`config.mk`:
```
export PLATFORM = sky130hd
export DESIGN_NAME = seq_divider
export DESIGN_NICKNAME = d
export VERILOG_FILES = /design/src/rtl/seq_divider.sv
export SDC_FILE = /design/constraint.sdc
export NUM_CORES = 1
export LEC_CHECK = 0
export BUFFER_PORTS_ARGS = -buffer_cell sky130_fd_sc_hd__buf_4
export CORE_ASPECT_RATIO = 1.75
export CORE_UTILIZATION = 25
export DETAILED_ROUTE_END_ITERATION = 10
export GPL_TIMING_DRIVEN = 0
export PLACE_DENSITY = 0.54
export RECOVER_POWER = 50
export SLEW_MARGIN = 10
export SYNTH_ARGS = -nofsm -noshare
export SYNTH_HDL_FRONTEND = slang
export SYNTH_SLANG_ARGS = --single-unit
```
`constraint.sdc`:
```
create_clock -name clk -period 3.3 [get_ports clk]
set_clock_uncertainty 0.1 [all_clocks]
set_input_delay 0.495 -clock clk [delete_from_list [all_inputs] [get_ports clk]]
set_output_delay 0.495 -clock clk [all_outputs]
set_load 0.005 [all_outputs]
```
`src/rtl/seq_divider.sv`:
```
`default_nettype none
// ============================================================================
// Module      : seq_divider
// Description : Iterative restoring unsigned divider. Produces one quotient
//               bit per clock under a start/done handshake.
// Revision    : 1.0 - initial release
// ============================================================================
module seq_divider #(
    parameter int WIDTH = 4
) (
    input  logic             clk,
    input  logic             reset,
    input  logic             start,
    input  logic [WIDTH-1:0] dividend,
    input  logic [WIDTH-1:0] divisor,
    output logic             busy,
    output logic             done,
    output logic [WIDTH-1:0] quotient,
    output logic [WIDTH-1:0] remainder,
    output logic             div_by_zero
);

    localparam int CW = (WIDTH > 1) ? $clog2(WIDTH) : 1;
    localparam logic [CW-1:0] c_LAST = CW'(WIDTH - 1);

    typedef enum logic [1:0] {
        S_IDLE = 2'd0,
        S_RUN  = 2'd1,
        S_DONE = 2'd2
    } state_t;

    state_t           r_state;
    state_t           w_state_next;

    logic [WIDTH-1:0] r_dvd;
    logic [WIDTH-1:0] r_dvs;
    logic [WIDTH-1:0] r_prem;
    logic [WIDTH-1:0] r_quo;
    logic [CW-1:0]    r_count;
    logic [WIDTH-1:0] r_quotient;
    logic [WIDTH-1:0] r_remainder;
    logic             r_dbz;

    logic [WIDTH:0]   w_shift;
    logic [WIDTH+1:0] w_trial;
    logic             w_qbit;
    logic [WIDTH-1:0] w_prem_next;
    logic [WIDTH-1:0] w_quo_next;
    logic             w_last;

    // The WIDTH+1-bit partial remainder only exists between shift and trial
    // subtract; after restore it is always below the divisor and fits WIDTH bits.
    always_comb begin
        w_shift     = {r_prem, r_dvd[WIDTH-1]};
        w_trial     = {1'b0, w_shift} - {2'b00, r_dvs};
        w_qbit      = ~w_trial[WIDTH+1];
        w_prem_next = w_qbit ? w_trial[WIDTH-1:0] : w_shift[WIDTH-1:0];
        w_quo_next  = (r_quo << 1) | WIDTH'(w_qbit);
        w_last      = (r_count == c_LAST);
    end

    always_ff @(posedge clk) begin
        if (reset) begin
            r_state <= S_IDLE;
        end else begin
            r_state <= w_state_next;
        end
    end

    always_comb begin
        w_state_next = r_state;
        case (r_state)
            S_IDLE: begin
                if (start) begin
                    w_state_next = (divisor == '0) ? S_DONE : S_RUN;
                end
            end
            S_RUN: begin
                if (w_last) begin
                    w_state_next = S_DONE;
                end
            end
            S_DONE:  w_state_next = S_IDLE;
            default: w_state_next = S_IDLE;
        endcase
    end

    always_ff @(posedge clk) begin
        if (reset) begin
            r_dvd       <= '0;
            r_dvs       <= '0;
            r_prem      <= '0;
            r_quo       <= '0;
            r_count     <= '0;
            r_quotient  <= '0;
            r_remainder <= '0;
            r_dbz       <= 1'b0;
        end else begin
            case (r_state)
                S_IDLE: begin
                    if (start) begin
                        r_dvd   <= dividend;
                        r_dvs   <= divisor;
                        r_prem  <= '0;
                        r_quo   <= '0;
                        r_count <= '0;
                        if (divisor == '0) begin
                            r_quotient  <= '1;
                            r_remainder <= dividend;
                            r_dbz       <= 1'b1;
                        end
                    end
                end
                S_RUN: begin
                    r_prem  <= w_prem_next;
                    r_quo   <= w_quo_next;
                    r_dvd   <= r_dvd << 1;
                    r_count <= r_count + 1'b1;
                    if (w_last) begin
                        r_quotient  <= w_quo_next;
                        r_remainder <= w_prem_next;
                        r_dbz       <= 1'b0;
                    end
                end
                default: begin
                end
            endcase
        end
    end

    assign busy        = (r_state == S_RUN);
    assign done        = (r_state == S_DONE);
    assign quotient    = r_quotient;
    assign remainder   = r_remainder;
    assign div_by_zero = r_dbz;

endmodule
`default_nettype wire

```
# ---- Word level (Yosys, flattened, before mapping)
# Cells that the tools add are included.
dict set report totals {
  regBits 28
  in_bits 11
  output_inout_bits 11
  word_cells 50
}
dict set report classes {
  addsub 2
  n_eq_ne 6
  muxes 24
  n_bitwise 2
  reduce_logical 7
}
# op count
set op_table {}
lappend op_table {{4-bit two-way mux} 9}
lappend op_table {{4-bit case mux with 2 select lines} 4}
lappend op_table {{2-bit two-way mux} 4}
lappend op_table {{2-bit case mux with 2 select lines} 2}
lappend op_table {{3-bit case mux with 2 select lines} 1}
lappend op_table {{2-bit AND reduction} 3}
lappend op_table {{5-bit by 4-bit subtractor with 6-bit output} 1}
lappend op_table {{2-bit equality test, second input constant} 2}
lappend op_table {{4-bit logical NOT} 1}
lappend op_table {{2-bit inequality test, second input constant} 2}
lappend op_table {{4-bit by 1-bit OR with 4-bit output} 1}
lappend op_table {{4-bit AND reduction} 1}
lappend op_table {{1-bit two-way mux} 3}
lappend op_table {{2-bit by 1-bit adder with 2-bit output, second input constant} 1}
lappend op_table {{2-bit by 1-bit equality test with 1-bit output, second input constant} 1}
lappend op_table {{2-bit logical NOT} 1}
lappend op_table {{2-bit by 1-bit inequality test with 1-bit output, second input constant} 1}
lappend op_table {{1-bit case mux with 2 select lines} 1}
lappend op_table {{2-bit nonzero test} 1}
lappend op_table {{1-bit inverter} 1}

# ---- Logic depth before layout (Yosys ltp)
dict set report logic_depth {
  depth_word 5
  mapped_depth 8
  depth_no_buf 8
}

# ---- Worst setup path before layout
# No wires, ideal clock.
dict set report synth_timing {
  path_kind {flip-flop to flip-flop}
  startpoint {register r_dvs[1]}
  endpoint {register r_remainder[3], in the netlist remainder[3]}
  setup_ps 133
  arrival_time_ps 1575
  required_ps 3067
  slack_ps 1492
  stages_incl_launch_ff 8
  n_path_buf 0
  period_less_slack_ps 1808
  cell_sequence {dfxtp_1 > inv_1 > ha_1 > nor2b_1 > o21a_1 > or4_1 > o211ai_1 > a311oi_1}
}
dict set report synth_via {
  elab_chain_len 4
}
# item line_no
set synth_rtl {}
lappend synth_rtl {{from (decl)} 36} ;# logic [WIDTH-1:0] r_dvs;
lappend synth_rtl {{from (signal assigned)} 103} ;# r_dvs <= divisor;
lappend synth_rtl {{5-bit by 4-bit subtractor with 6-bit output} 55} ;# w_trial = {1'b0, w_shift} - {2'b00, r_dvs};
lappend synth_rtl {{4-bit two-way mux} 57} ;# w_prem_next = w_qbit ? w_trial[WIDTH-1:0] : w_shift[WIDTH-1:0];
lappend synth_rtl {{4-bit two-way mux} 119} ;# if (w_last) begin
lappend synth_rtl {{4-bit case mux with 2 select lines} 99} ;# case (r_state)
lappend synth_rtl {{to (signal assigned)} 109} ;# r_remainder <= dividend;
lappend synth_rtl {{to (signal assigned)} 121} ;# r_remainder <= w_prem_next;
lappend synth_rtl {{to (decl)} 41} ;# logic [WIDTH-1:0] r_remainder;
# Every way passes these cells. The select of a mux whose other input is x is not followed.
# A chain may end at the register's enable or synchronous reset.

# ---- Worst setup path after layout
dict set report layout_timing {
  startpoint {register r_state[1]}
  endpoint {output port busy}
}
dict set report layout_via {
  elab_chain_len 1
}
# item line_no
set layout_rtl {}
lappend layout_rtl {{from (decl)} 32} ;# state_t r_state;
lappend layout_rtl {{from (signal assigned)} 66} ;# r_state <= w_state_next;
lappend layout_rtl {{2-bit by 1-bit equality test with 1-bit output} 131} ;# assign busy = (r_state == S_RUN);
lappend layout_rtl {{to (decl)} 16} ;# output logic busy,
# Every way passes these cells.

==> flow_metrics.tcl <==
set metrics [dict create \
    tightest_slew_ns 0.539 \
    htreeDepth 1 \
    io_pins 22 \
    p_leak_nw 0.603 \
    syn_nets 171 \
    wl_per_cell_um 13.5 \
    clockBufferDepth 2 \
    ys_seq_area_share_pct 42.8 \
    ys_seq_elements 28 \
    synth_cells 154 \
    timing.slew.headroom_pct 64.0 \
    dr_total_vias 1132 \
    pre_cts_slack_ns 1.19 \
    drtIter0Drc 46 \
    synth_warnings 0 \
    grt_max_degree 16 \
    status "finished, violations left" \
    path_clk_slew_ns 0.10 \
    post_cts_buffers 0 \
    cts-root-buf "clkbuf_8" \
    synth_edf_count 0 \
    areaGrowthSynthToFinish_pct 20.6 \
    tritoncts "yes" \
    setup_viol 0 \
    clock.fmax_ghz 0.436 \
    synth.largest_area_cell "dfxtp_1" \
    yosys-top-cells-area "dfxtp_1 (43%), nor2_1 (8.3%), ha_1 (4.8%)" \
    worstPathRequired_ns 2.70 \
    tns_ns 0 \
    avgViaCountPerCell 4.88 \
    core-area_um2 5020 \
    dieHeight_um 97.8 \
    hold_violations 0 \
    rows 34 \
    whs_ns 0.370 \
    grt_pass1_vias 1129 \
    overflow 0 \
    slowest_delay_ns 0.45 \
    hpwl_mm 2.44 \
    drc 4 \
    worstSetupPathType "reg2out" \
    power_mw 0.722 \
    portBuffers 20 \
    postSynthAreaPerCell_um2 8.51 \
    synth_ff_type "dfxtp_1" \
    initial_core_util_pct 26.1 \
    cts_hold_buf 0 \
    synthTopCellsByCount "nor2_1 (29), dfxtp_1 (28), nand2_1 (15)" \
    drtPass1Iterations 8 \
    ant_nets 0 \
    cts_num_sinks 28 \
    die_w_um 56.7 \
    cellPowerDensity_nw_per_um2 457 \
    design.die.area_um2 5540 \
    layout.nets 196 \
    routed_wl_mm 3.14 \
    cp.arrival_ns 1.70 \
    peakVddDrop_mv 0.158 \
    async_flop_share_pct 0 \
    antenna_found_initial 0 \
    fin_crit_ns 2.29 \
    hp-class "reg2reg" \
    grt_pass1_wl_mm 5.40 \
    drive_above_1_share_pct 19.1 \
    worstSetupStartpointType "flip-flop" \
    cpLargestDelayFamily "buffers and inverters" \
    clock_latency_ns 0.28 \
    critPathBufInv 3 \
    cts-buffers-inserted 3 \
    crit_chain "nand2b_1 -> clkbuf_1 -> inv_2 -> buf_4" \
    ff2ff_setup_slack_ns 1.34 \
    synth_top_area_share_pct 42.8 \
    cap_violations 0 \
    path_max_fanout 10 \
    place.gp.congestion 0.747 \
    violations "design-rule violations" \
    ys_types 31 \
    postCtsResizedCells 0 \
    grt_use_total_pct 12.4 \
    crit_slowest_cell "dfxtp_1" \
    slew_viol_final 0 \
    worst_slack_ns 1.01 \
    cp-end-kind "output port" \
    synth.most_common_cell "nor2_1" \
    fin_crit_sh_pct 69.4 \
    rsz0062_at_grt "no" \
    netlist_area_um2 1310 \
    antennaDiodeCount 0 \
]
## kinds of logic after synthesis
group,after synthesis,share of synthesized area (%)
AO/OA/AOI/OAI,43,23.0
XOR/XNOR,1,0.669
adder cells (fa/ha/maj),6,6.30
buffers and inverters,15,5.06
flip-flops,28,42.8
AND/OR/NAND/NOR,61,22.2
## worst register-to-register path, delay by kind of cell, from the launching register on
kind / cells / cell delay (ns)
DFF: 1 / 0.45
and+or+nand+nor: 3 / 0.31
buffers and inverters: 2 / 0.64
AOI/OAI and AO/OA: 2 / 0.33
## worst paths after layout
kind | startpoint | endpoint | cells past startpoint
worst max-delay path | r_state[1] | busy | 4
worst min-delay path | r_dvd[2] | r_dvd[2] | 2
worst max register to register | r_state[1] | remainder[1] | 7
worst min register to register | r_dvd[2] | r_dvd[2] | 2
## layer usage
metal | track usage, % | part of all wire, % | up-vias
met2 | 23.5 | 54 | 22
met1 | 13.8 | 41 | 521
li1 | - | - | 584
met4 | 5.19 | 2.1 | 0
met3 | 0.927 | 3.0 | 5
met5 | 0 | 0 | -
## final cells by class
| class | instances | area, um^2 |
|---|---|---|
| fillers | 560 | 3440 |
| multi-input cells | 111 | 683 |
| flip-flops and latches | 28 | 561 |
| repair buffers | 20 | 150 |
| well taps | 54 | 67.6 |
| clock buffers | 4 | 55.1 |
| plain buffers | 8 | 37.5 |
| inverters | 7 | 26.3 |
## cell usage in the layout (no fill, tap or decap), drive strengths merged
| cell | synthesis | routed |
|---|---|---|
| a211oi | 6 | 6 |
| a21oi | 13 | 13 |
| a22oi | 5 | 5 |
| a311oi | 5 | 5 |
| a31oi | 1 | 1 |
| buf | 3 | 12 |
| clkbuf | 5 | 20 |
| dfxtp | 28 | 28 |
| fa | 1 | 1 |
| ha | 5 | 5 |
| inv | 7 | 7 |
| nand2 | 15 | 15 |
| nand2b | 4 | 4 |
| nand3b | 1 | 1 |
| nor2 | 30 | 30 |
| nor2b | 5 | 5 |
| nor3 | 2 | 2 |
| nor4 | 1 | 1 |
| o211ai | 3 | 3 |
| o21a | 2 | 2 |
| o21ai | 6 | 6 |
| o31a | 1 | 1 |
| o32a | 1 | 1 |
| or2 | 2 | 2 |
| or4 | 1 | 1 |
| xnor2 | 1 | 1 |
## state kept, by name, summed over array words and instances, names as in the netlist
| name | flops |
|---|---|
| div_by_zero | 1 |
| r_dvs | 4 |
| r_count | 2 |
| quotient | 4 |
| r_dvd | 4 |
| r_state | 2 |
| r_prem | 4 |
| remainder | 4 |
| r_quo | 3 |
## metrics by stage
step	instance area (um^2)	cells	util, %
global route	1580	232	31.5
detailed placement	1530	228	30.4
floorplan	1310	154	-
CTS	1580	232	31.5
finish	1580	232	31.5
global placement	1530	228	30.4
## report_power, final
group / leakage, nW / switching, mW / internal [mW]
registers: 0.228 / 0.0108 / 0.356
clock network: 0.0288 / 0.110 / 0.107
logic: 0.346 / 0.0804 / 0.0579
(Power assumes the default switching activity.)
